$ cat config.mk
export PLATFORM = sky130hd
export DESIGN_NAME = issue_arbiter_flat
export DESIGN_NICKNAME = d
export VERILOG_FILES = /design/src/rtl/issue_arbiter_if.sv /design/src/rtl/issue_arbiter.sv /design/src/flat_wrapper.sv
export SDC_FILE = /design/constraint.sdc
export NUM_CORES = 1
export LEC_CHECK = 0
export BUFFER_PORTS_ARGS = -buffer_cell sky130_fd_sc_hd__buf_2
export CAP_MARGIN = 20
export CORE_MARGIN = 3
export CORE_UTILIZATION = 54
export CTS_CLUSTER_SIZE = 10
export DETAILED_ROUTE_END_ITERATION = 16
export GPL_TIMING_DRIVEN = 0
export PLACE_DENSITY = 0.93
export REMOVE_ABC_BUFFERS = 1
export SETUP_SLACK_MARGIN = 0.5
export SYNTH_ARGS = -nofsm -noshare
export SYNTH_HDL_FRONTEND = slang
export SYNTH_SLANG_ARGS = --single-unit
$ cat constraint.sdc
create_clock -name i_clk -period 4.97 [get_ports i_clk]
set_clock_uncertainty 0.15 [all_clocks]
set_input_delay 0.7455 -clock i_clk [delete_from_list [all_inputs] [get_ports i_clk]]
set_output_delay 0.7455 -clock i_clk [all_outputs]
set_load 0.02 [all_outputs]
$ cat src/rtl/issue_arbiter_if.sv
// Request/grant bundle between the issue slots and the issue arbiter.
// The arbiter connects through the slave modport and the slot array through the master modport.
interface issue_arbiter_if #(
    parameter int NUM_SLOT  = 8,
    parameter int WIDTH_PRY = 1,
    parameter int WIDTH_LAT = 3,
    parameter int WIDTH_IDX = 3
);
    logic [NUM_SLOT-1:0]           i_request;
    logic [NUM_SLOT*WIDTH_PRY-1:0] i_priority;
    logic [NUM_SLOT*WIDTH_LAT-1:0] i_lat;
    logic                          i_fu_ready;
    logic                          i_kill;
    logic [NUM_SLOT-1:0]           o_grant;
    logic                          o_issue_valid;
    logic [WIDTH_IDX-1:0]          o_issue_idx;
    logic                          o_busy;

    modport master (
        output i_request, i_priority, i_lat, i_fu_ready, i_kill,
        input  o_grant, o_issue_valid, o_issue_idx, o_busy
    );

    modport slave (
        input  i_request, i_priority, i_lat, i_fu_ready, i_kill,
        output o_grant, o_issue_valid, o_issue_idx, o_busy
    );
endinterface

$ cat src/rtl/issue_arbiter.sv
// Single-issue arbiter: highest priority wins, ties are broken round-robin, and a granted
// op with non-zero latency blocks further grants for exactly that many cycles.
module issue_arbiter #(
    parameter int NUM_SLOT  = 8,
    parameter int WIDTH_PRY = 1,
    parameter int WIDTH_LAT = 3,
    parameter int WIDTH_IDX = 3
) (
    input  logic           i_clk,
    input  logic           i_rst_n,
    issue_arbiter_if.slave arb
);
    typedef enum logic {ST_READY, ST_BUSY} state_t;

    state_t               state_reg, state_next;
    logic [WIDTH_LAT-1:0] count_reg, count_next;
    logic [WIDTH_IDX-1:0] rr_reg, rr_next;
    logic                 valid_reg, valid_next;
    logic [WIDTH_IDX-1:0] idx_reg, idx_next;

    logic [WIDTH_PRY-1:0] pri [NUM_SLOT];
    logic [WIDTH_LAT-1:0] lat [NUM_SLOT];
    logic [WIDTH_PRY-1:0] max_chain [NUM_SLOT+1];
    logic [NUM_SLOT-1:0]  eligible;
    logic [WIDTH_IDX-1:0] probe;
    logic [WIDTH_IDX-1:0] win_idx;
    logic                 found;
    logic                 grant_en;
    logic                 grant_fire;

    // Running maximum of the priorities of requesting slots.
    assign max_chain[0] = '0;

    generate
        for (genvar gi = 0; gi < NUM_SLOT; gi++) begin : g_slot
            assign pri[gi] = arb.i_priority[gi*WIDTH_PRY +: WIDTH_PRY];
            assign lat[gi] = arb.i_lat[gi*WIDTH_LAT +: WIDTH_LAT];
            assign max_chain[gi+1] = (arb.i_request[gi] && (pri[gi] > max_chain[gi]))
                                     ? pri[gi] : max_chain[gi];
            assign eligible[gi] = arb.i_request[gi] && (pri[gi] == max_chain[NUM_SLOT]);
        end
    endgenerate

    // Among the top-priority requesters, take the first one at or above the rr pointer.
    always_comb begin
        found   = 1'b0;
        win_idx = '0;
        probe   = '0;
        for (int off = 0; off < NUM_SLOT; off++) begin
            probe = rr_reg + off[WIDTH_IDX-1:0];
            if (!found && eligible[probe]) begin
                found   = 1'b1;
                win_idx = probe;
            end
        end
    end

    assign grant_en   = i_rst_n && (state_reg == ST_READY) && arb.i_fu_ready && !arb.i_kill;
    assign grant_fire = grant_en && found;

    always_comb begin
        arb.o_grant = '0;
        if (grant_fire) begin
            arb.o_grant[win_idx] = 1'b1;
        end
    end

    always_comb begin
        state_next = state_reg;
        count_next = count_reg;
        rr_next    = rr_reg;
        valid_next = grant_fire;
        idx_next   = grant_fire ? win_idx : idx_reg;
        if (arb.i_kill) begin
            state_next = ST_READY;
            count_next = '0;
            valid_next = 1'b0;
        end else begin
            case (state_reg)
                ST_READY: begin
                    if (grant_fire) begin
                        rr_next = win_idx + WIDTH_IDX'(1);
                        if (lat[win_idx] != '0) begin
                            state_next = ST_BUSY;
                            count_next = lat[win_idx];
                        end
                    end
                end
                ST_BUSY: begin
                    // Decrements regardless of fu_ready; the window is fixed at grant time.
                    count_next = count_reg - WIDTH_LAT'(1);
                    if (count_reg <= WIDTH_LAT'(1)) begin
                        state_next = ST_READY;
                        count_next = '0;
                    end
                end
                default: begin
                    state_next = ST_READY;
                    count_next = '0;
                end
            endcase
        end
    end

    always_ff @(posedge i_clk) begin
        if (!i_rst_n) begin
            state_reg <= ST_READY;
            count_reg <= '0;
            rr_reg    <= '0;
            valid_reg <= 1'b0;
            idx_reg   <= '0;
        end else begin
            state_reg <= state_next;
            count_reg <= count_next;
            rr_reg    <= rr_next;
            valid_reg <= valid_next;
            idx_reg   <= idx_next;
        end
    end

    assign arb.o_issue_valid = valid_reg;
    assign arb.o_issue_idx   = idx_reg;
    assign arb.o_busy        = (state_reg == ST_BUSY);
endmodule

$ cat src/flat_wrapper.sv
// flat-port wrapper written by rule: the top's interface ports become plain ports
module issue_arbiter_flat 
#(
    parameter int NUM_SLOT  = 8,
    parameter int WIDTH_PRY = 1,
    parameter int WIDTH_LAT = 3,
    parameter int WIDTH_IDX = 3
)
  (i_clk, i_rst_n, arb_i_request, arb_i_priority, arb_i_lat, arb_i_fu_ready, arb_i_kill, arb_o_grant, arb_o_issue_valid, arb_o_issue_idx, arb_o_busy);
  issue_arbiter_if #(.NUM_SLOT(NUM_SLOT), .WIDTH_PRY(WIDTH_PRY), .WIDTH_LAT(WIDTH_LAT), .WIDTH_IDX(WIDTH_IDX)) arb_i ();
  input  logic i_clk;
  input  logic i_rst_n;
  input wire logic [$bits(arb_i.i_request)-1:0] arb_i_request;
  input wire logic [$bits(arb_i.i_priority)-1:0] arb_i_priority;
  input wire logic [$bits(arb_i.i_lat)-1:0] arb_i_lat;
  input wire logic [$bits(arb_i.i_fu_ready)-1:0] arb_i_fu_ready;
  input wire logic [$bits(arb_i.i_kill)-1:0] arb_i_kill;
  output wire logic [$bits(arb_i.o_grant)-1:0] arb_o_grant;
  output wire logic [$bits(arb_i.o_issue_valid)-1:0] arb_o_issue_valid;
  output wire logic [$bits(arb_i.o_issue_idx)-1:0] arb_o_issue_idx;
  output wire logic [$bits(arb_i.o_busy)-1:0] arb_o_busy;
  assign arb_i.i_request = arb_i_request;
  assign arb_i.i_priority = arb_i_priority;
  assign arb_i.i_lat = arb_i_lat;
  assign arb_i.i_fu_ready = arb_i_fu_ready;
  assign arb_i.i_kill = arb_i_kill;
  assign arb_o_grant = arb_i.o_grant;
  assign arb_o_issue_valid = arb_i.o_issue_valid;
  assign arb_o_issue_idx = arb_i.o_issue_idx;
  assign arb_o_busy = arb_i.o_busy;
  issue_arbiter #(.NUM_SLOT(NUM_SLOT), .WIDTH_PRY(WIDTH_PRY), .WIDTH_LAT(WIDTH_LAT), .WIDTH_IDX(WIDTH_IDX)) u_core (.i_clk(i_clk), .i_rst_n(i_rst_n), .arb(arb_i));
endmodule
Word level (Yosys, flattened, before mapping). Index checks and enable logic that the tools add are counted.

Register bits: 11. Input port bits: 44. Output and inout bits: 13. Word-level logic and storage cells: 142.

$add $sub $neg: 9. $lt $le $gt $ge: 20. Equal/unequal tests: 10. Multiplexer cells: 54. Bitwise gates (word level): 4. Reduce and logical (&&, ||, !) cells: 40.

Operators with widths (count): $mux W3 (13); $lt A3 B4 Y1 const B (9); $logic_and A1 B1 Y1 (28); $mux W1 (28); $bmux W1 S3 (8); $add A3 B3 Y3 const B (4); $bmux W3 S3 (1); $eq A1 B1 Y1 (8); $logic_not A1 Y1 (8); $mux W8 (1); $gt A1 B1 Y1 (7); $add A3 B1 Y3 const B (2); $add A3 B2 Y3 const B (2); $pmux W3 S2 (1); $ge A4 B4 Y1 const B (1); $not A3 Y4 (1); $demux W1 S3 (1); $ge A3 B1 Y1 const B (1); $le A3 B1 Y1 const B (1); $not A1 Y1 (3); $reduce_and A3 Y1 (1); $reduce_bool A3 Y1 (1); $sub A3 B1 Y3 const B (1); $ne A2 B1 Y1 const B (1); other kinds (5) (5).

Longest topological paths before layout.
Depth after elaboration: 58. Mapped depth: 18. Mapped depth without buffers: 16.

Worst setup path after synthesis. No wires, ideal clock.

Path type: input to output. Start: input port arb_i_priority[0]. End: output port arb_o_grant[1]. Data arrival time: 3.535 ns. Required time: 4.075 ns. Path slack: 0.539 ns. Cell stages on the path: 14. Cells stage by stage: a222oi_1 -> and3_4 -> buf_12 -> a21oi_4 -> o32ai_4 -> o32ai_1 -> o22ai_1 -> nor2_1 -> nand2_1 -> o311a_1 -> clkbuf_1 -> clkbuf_1 -> nand2_1 -> nor2_1.

Word-level cells in the longest chain between the ends: 55. Elaborated cells between the ends (all ways): 93. Those cells by class: order compare (10); eq/ne (8); mux (43); reduce/logical (32).

RTL lines: from (decl) (RTL line flat_wrapper.sv:14) `input wire logic [$bits(arb_i.i_priority)-1:0] arb_i_priority;`; $gt A1 B1 Y1 (RTL line issue_arbiter.sv:38) `assign max_chain[gi+1] = (arb.i_request[gi] && (pri[gi] > max_chain[gi]))`; $logic_and A1 B1 Y1 (RTL line issue_arbiter.sv:38); $mux W1 (RTL line issue_arbiter.sv:39) `? pri[gi] : max_chain[gi];`; $gt A1 B1 Y1 (RTL line issue_arbiter.sv:38); $logic_and A1 B1 Y1 (RTL line issue_arbiter.sv:38); $mux W1 (RTL line issue_arbiter.sv:39); $gt A1 B1 Y1 (RTL line issue_arbiter.sv:38); $logic_and A1 B1 Y1 (RTL line issue_arbiter.sv:38); (+39 left out); $logic_not A1 Y1 (RTL line issue_arbiter.sv:51) `if (!found && eligible[probe]) begin`; $logic_and A1 B1 Y1 (RTL line issue_arbiter.sv:51); $mux W3 (RTL line issue_arbiter.sv:51); $lt A3 B4 Y1 (implied by the code) / $ge A3 B1 Y1 (equally long branches) (RTL line issue_arbiter.sv:64) `arb.o_grant[win_idx] = 1'b1;`; $logic_and A1 B1 Y1 (implied by the code) (RTL line issue_arbiter.sv:64); $mux W1 (implied by the code) (RTL line issue_arbiter.sv:64); $demux W1 S3; $mux W8 (*) (RTL line issue_arbiter.sv:63) `if (grant_fire) begin`; to (decl) (RTL line flat_wrapper.sv:18) `output wire logic [$bits(arb_i.o_grant)-1:0] arb_o_grant;`.

Mark *: on every way between the ends. The rest lies on a longest branch, timed or not. The select of a mux whose other input is x is not followed.

Final worst setup path.
Start: input port arb_i_priority[0]. End: register u_core.count_reg[1].

Word-level cells in the longest chain between the ends: 57. Elaborated cells between the ends (all ways): 98. Those cells by class: order compare (8); eq/ne (10); mux (46); bitwise (1); reduce/logical (33).

RTL lines: $gt A1 B1 Y1 (RTL line issue_arbiter.sv:38); $logic_and A1 B1 Y1 (RTL line issue_arbiter.sv:38); $mux W1 (RTL line issue_arbiter.sv:39); $gt A1 B1 Y1 (RTL line issue_arbiter.sv:38); $logic_and A1 B1 Y1 (RTL line issue_arbiter.sv:38); $mux W1 (RTL line issue_arbiter.sv:39); $gt A1 B1 Y1 (RTL line issue_arbiter.sv:38); $logic_and A1 B1 Y1 (RTL line issue_arbiter.sv:38); (+40 left out); $logic_and A1 B1 Y1 (RTL line issue_arbiter.sv:51); $mux W3 (RTL line issue_arbiter.sv:51); $not A3 Y4 (implied by the code) (RTL line issue_arbiter.sv:83, issue_arbiter.sv:85); $bmux W3 S3 (RTL line issue_arbiter.sv:83, issue_arbiter.sv:85); $mux W3 (implied by the code) (2 in series) (RTL line issue_arbiter.sv:83, issue_arbiter.sv:85); $mux W3 / $reduce_bool A3 Y1 (equally long branches) (RTL line issue_arbiter.sv:83) `if (lat[win_idx] != '0) begin`; $mux W3 / $ne A2 B2 Y1 (equally long branches); $pmux W3 S2 / $reduce_and A2 Y1 (equally long branches); to (signal assigned) (RTL line issue_arbiter.sv:114) `count_reg <= count_next;`; to (decl) (RTL line issue_arbiter.sv:16) `logic [WIDTH_LAT-1:0] count_reg, count_next;`.

Several ways; a longest one is shown, not always the timed one. The select of a mux whose other input is x is not followed. A chain may end at the register's enable or synchronous reset.

==> results.json <==
{
  "ys_ff_latch": 11,
  "firstDrtPassIters": 5,
  "wl_um": 9285,
  "cp_data_arrival_time_ps": 4700,
  "synth_warnings": 0,
  "placement.io_buffers": 56,
  "setup_violations": 0,
  "fp.dieArea_um2": 4535,
  "io_pins": 57,
  "synth_seq_area_share_pct": 10.84,
  "drc": 0,
  "start_util_pct": 58.59,
  "ys_async_sr_fraction_pct": 0,
  "ys_dominant_reg_cell": "dfxtp_1",
  "vias": 2947,
  "yosys.cell_types.count": 69,
  "synthesis.area_um2": 2032,
  "drive_gt1_share_pct": 45.48,
  "fmax_mhz": 212.5,
  "hold_viol": 0,
  "grt_max_degree": 19,
  "ant_nets": 0,
  "cts_made_buffers": 3,
  "cts-htree-levels": 1,
  "yosysTopAreaCellShare_pct": 11.33,
  "finish.utilization_pct": 86.11,
  "min_path_type": "reg -> reg",
  "period_share_pct": 94.70,
  "via_per_inst": 7.368,
  "required_ps": 4960,
  "finalPower_mw": 1.155,
  "insertion_delay_ps": 250,
  "area_growth_pct": 46.98,
  "post-place-ws_ps": -493.4,
  "final_cell_mix": "buf_2, buf_4, nand2_1, nor2_1, mux2i_1",
  "worst_pin_slew_ps": 839.8,
  "final_cells": 400,
  "yosysTopAreaCell": "mux2i_1",
  "cp_max_fo": 6,
  "final_nets": 404,
  "grtUsageTotal_pct": 29.77,
  "cap_viol_max_count": 0,
  "first_global_vias": 2433,
  "synth_enable_flop_cells": 0,
  "fin_crit_ps": 4706,
  "cts_buffer_depth": 2,
  "antenna_found_initial": 0,
  "rsz0062_at_grt": "yes",
  "syn-mean-instance-area_um2": 7.231,
  "die_h_um": 67.34,
  "endpoint_kind": "flip-flop",
  "slew_violations": 0,
  "place_inst": 367,
  "synth_area_leaders": "mux2i_1, dfxtp_1, nand2_1, nor2_1, a21oi_1",
  "grt_pass1_wl_um": 10710,
  "layout_commonest_cell": "buf_2",
  "root_buffer": "clkbuf_8",
  "drtIter0Drc": 483,
  "status": "finished, final reports clean",
  "cts.clk_slew.worst_paths_ps": 60,
  "peakVddDrop_v": 0.0003534,
  "startpoint_type": "primary input",
  "nFillCells": 169,
  "rows": 21,
  "power.density_nw_per_um2": 386.7,
  "dpl.hpwl_um": 4402,
  "postSynthCellCount": 281,
  "cts_tree": "yes",
  "postCtsHoldBufs": 0,
  "layout_setup_ws_ps": 263.6,
  "timing.hold.ws_ps": 376.3,
  "grt.overflow.total": 0,
  "gp_congestion": 0.9507,
  "antennaDiodeCount": 0,
  "wl_per_cell_um": 23.21,
  "core_area_um2": 3468,
  "p_leak_nw": 1.216,
  "die_w_um": 67.34,
  "relSlewSlack_pct": 43.94,
  "crit_type": "in -> reg",
  "cts_sinks": 11
}
[repair_timing]
action / CTS / global route
pin swaps: 8 / 22
gates cloned: 1 / 0
setup endpoints to repair: 17 / 12
setup buffers: 10 / 18
gates resized for setup: 28 / 73
[through the flow]
stage                     TNS [ps]  instance area (um^2)
final                            0                  2987
after global routing             0                  2987
after CTS                        0                  2532
after detailed placement     -5465                  2277
after global placement       -4511                  2277
after floorplan                  0                  1939
[synthesized netlist by cell type, types with 3 or more instances]
cell type   n
a211oi_1    3
a21o_1      4
a21oi_1    20
a22oi_1     5
a31oi_1     5
a32oi_1     3
buf_2       4
buf_4       3
clkbuf_1    8
dfxtp_1    11
ha_1        5
inv_1      15
mux2_2      3
mux2i_1    23
nand2_1    32
nand2b_1    3
nand3_1     5
nor2_1     32
nor3_1      6
o211ai_1    4
o21ai_0    13
o21ai_1     4
o221ai_1    4
o22ai_1     7
[critical path: stages]
cell,delay [ps]
buf_8,100
a222oi_1,340
buf_4,190
buf_4,110
a41oi_1,170
a21oi_1,380
o2111ai_1,140
a21boi_1,250
a31oi_1,80
o31ai_1,320
o21ai_2,120
nand2_4,160
buf_4,150
mux2i_1,310
mux2i_2,130
mux2i_2,340
nor4bb_1,420
and4bb_1,230
[report_power, final]
part	total, mW	leakage (nW)	switching, mW	internal [mW]
clock	0.0987	0.0228	0.0420	0.0567
sequential	0.118	0.0909	0.0216	0.0963
combinational	0.938	1.10	0.517	0.421
total	1.16	1.22	0.581	0.574
[worst paths after layout]
| path | start | to | slack [ps] | cells after the start |
|---|---|---|---|---|
| worst max register to register | u_core.rr_reg[1]$_SDFFE_PN0P_ | u_core.count_reg[1]$_SDFFE_PP0P_ | 390 | 17 |
| worst max-delay path | arb_i_priority[0] | u_core.count_reg[1]$_SDFFE_PP0P_ | 260 | 18 |
| worst min register to register | u_core.arb.o_issue_idx[2]$_SDFFE_PN0P_ | u_core.arb.o_issue_idx[2]$_SDFFE_PN0P_ | 380 | 2 |
| worst min-delay path | u_core.arb.o_issue_idx[2]$_SDFFE_PN0P_ | u_core.arb.o_issue_idx[2]$_SDFFE_PN0P_ | 380 | 2 |
[kinds of logic (layout without fill, tap and decap cells)]
family                     Yosys count  after routing  share of synthesized area [%]
adders and majority gates            5              5                          3.079
and+or+nand+nor                     92             93                          21.00
muxes                               29             29                          15.58
buffers and inverters               34            106                          7.943
DFF                                 11             11                          10.84
AOI/OAI and AO/OA                  106            106                          39.84
xor gates and xnor gates             4              4                          1.724
[cell type report]
class	instances	area (um^2)	area share, %
repair buffers	84	595.6	19.94
inverters	18	82.58	2.765
clock buffers	4	45.04	1.508
multi-input cells	237	1978	66.23
well taps	46	57.56	1.927
flip-flops and latches	11	227.7	7.625
[per-layer routing]
metal	vias up	share of wire, %	GRT usage (%)
met1	1309	32	36.77
met2	315	47	49.57
met5	-	0	0
met4	0	9.3	16.46
li1	1222	-	-
met3	101	11	3.993
(Power assumes the default switching activity.)
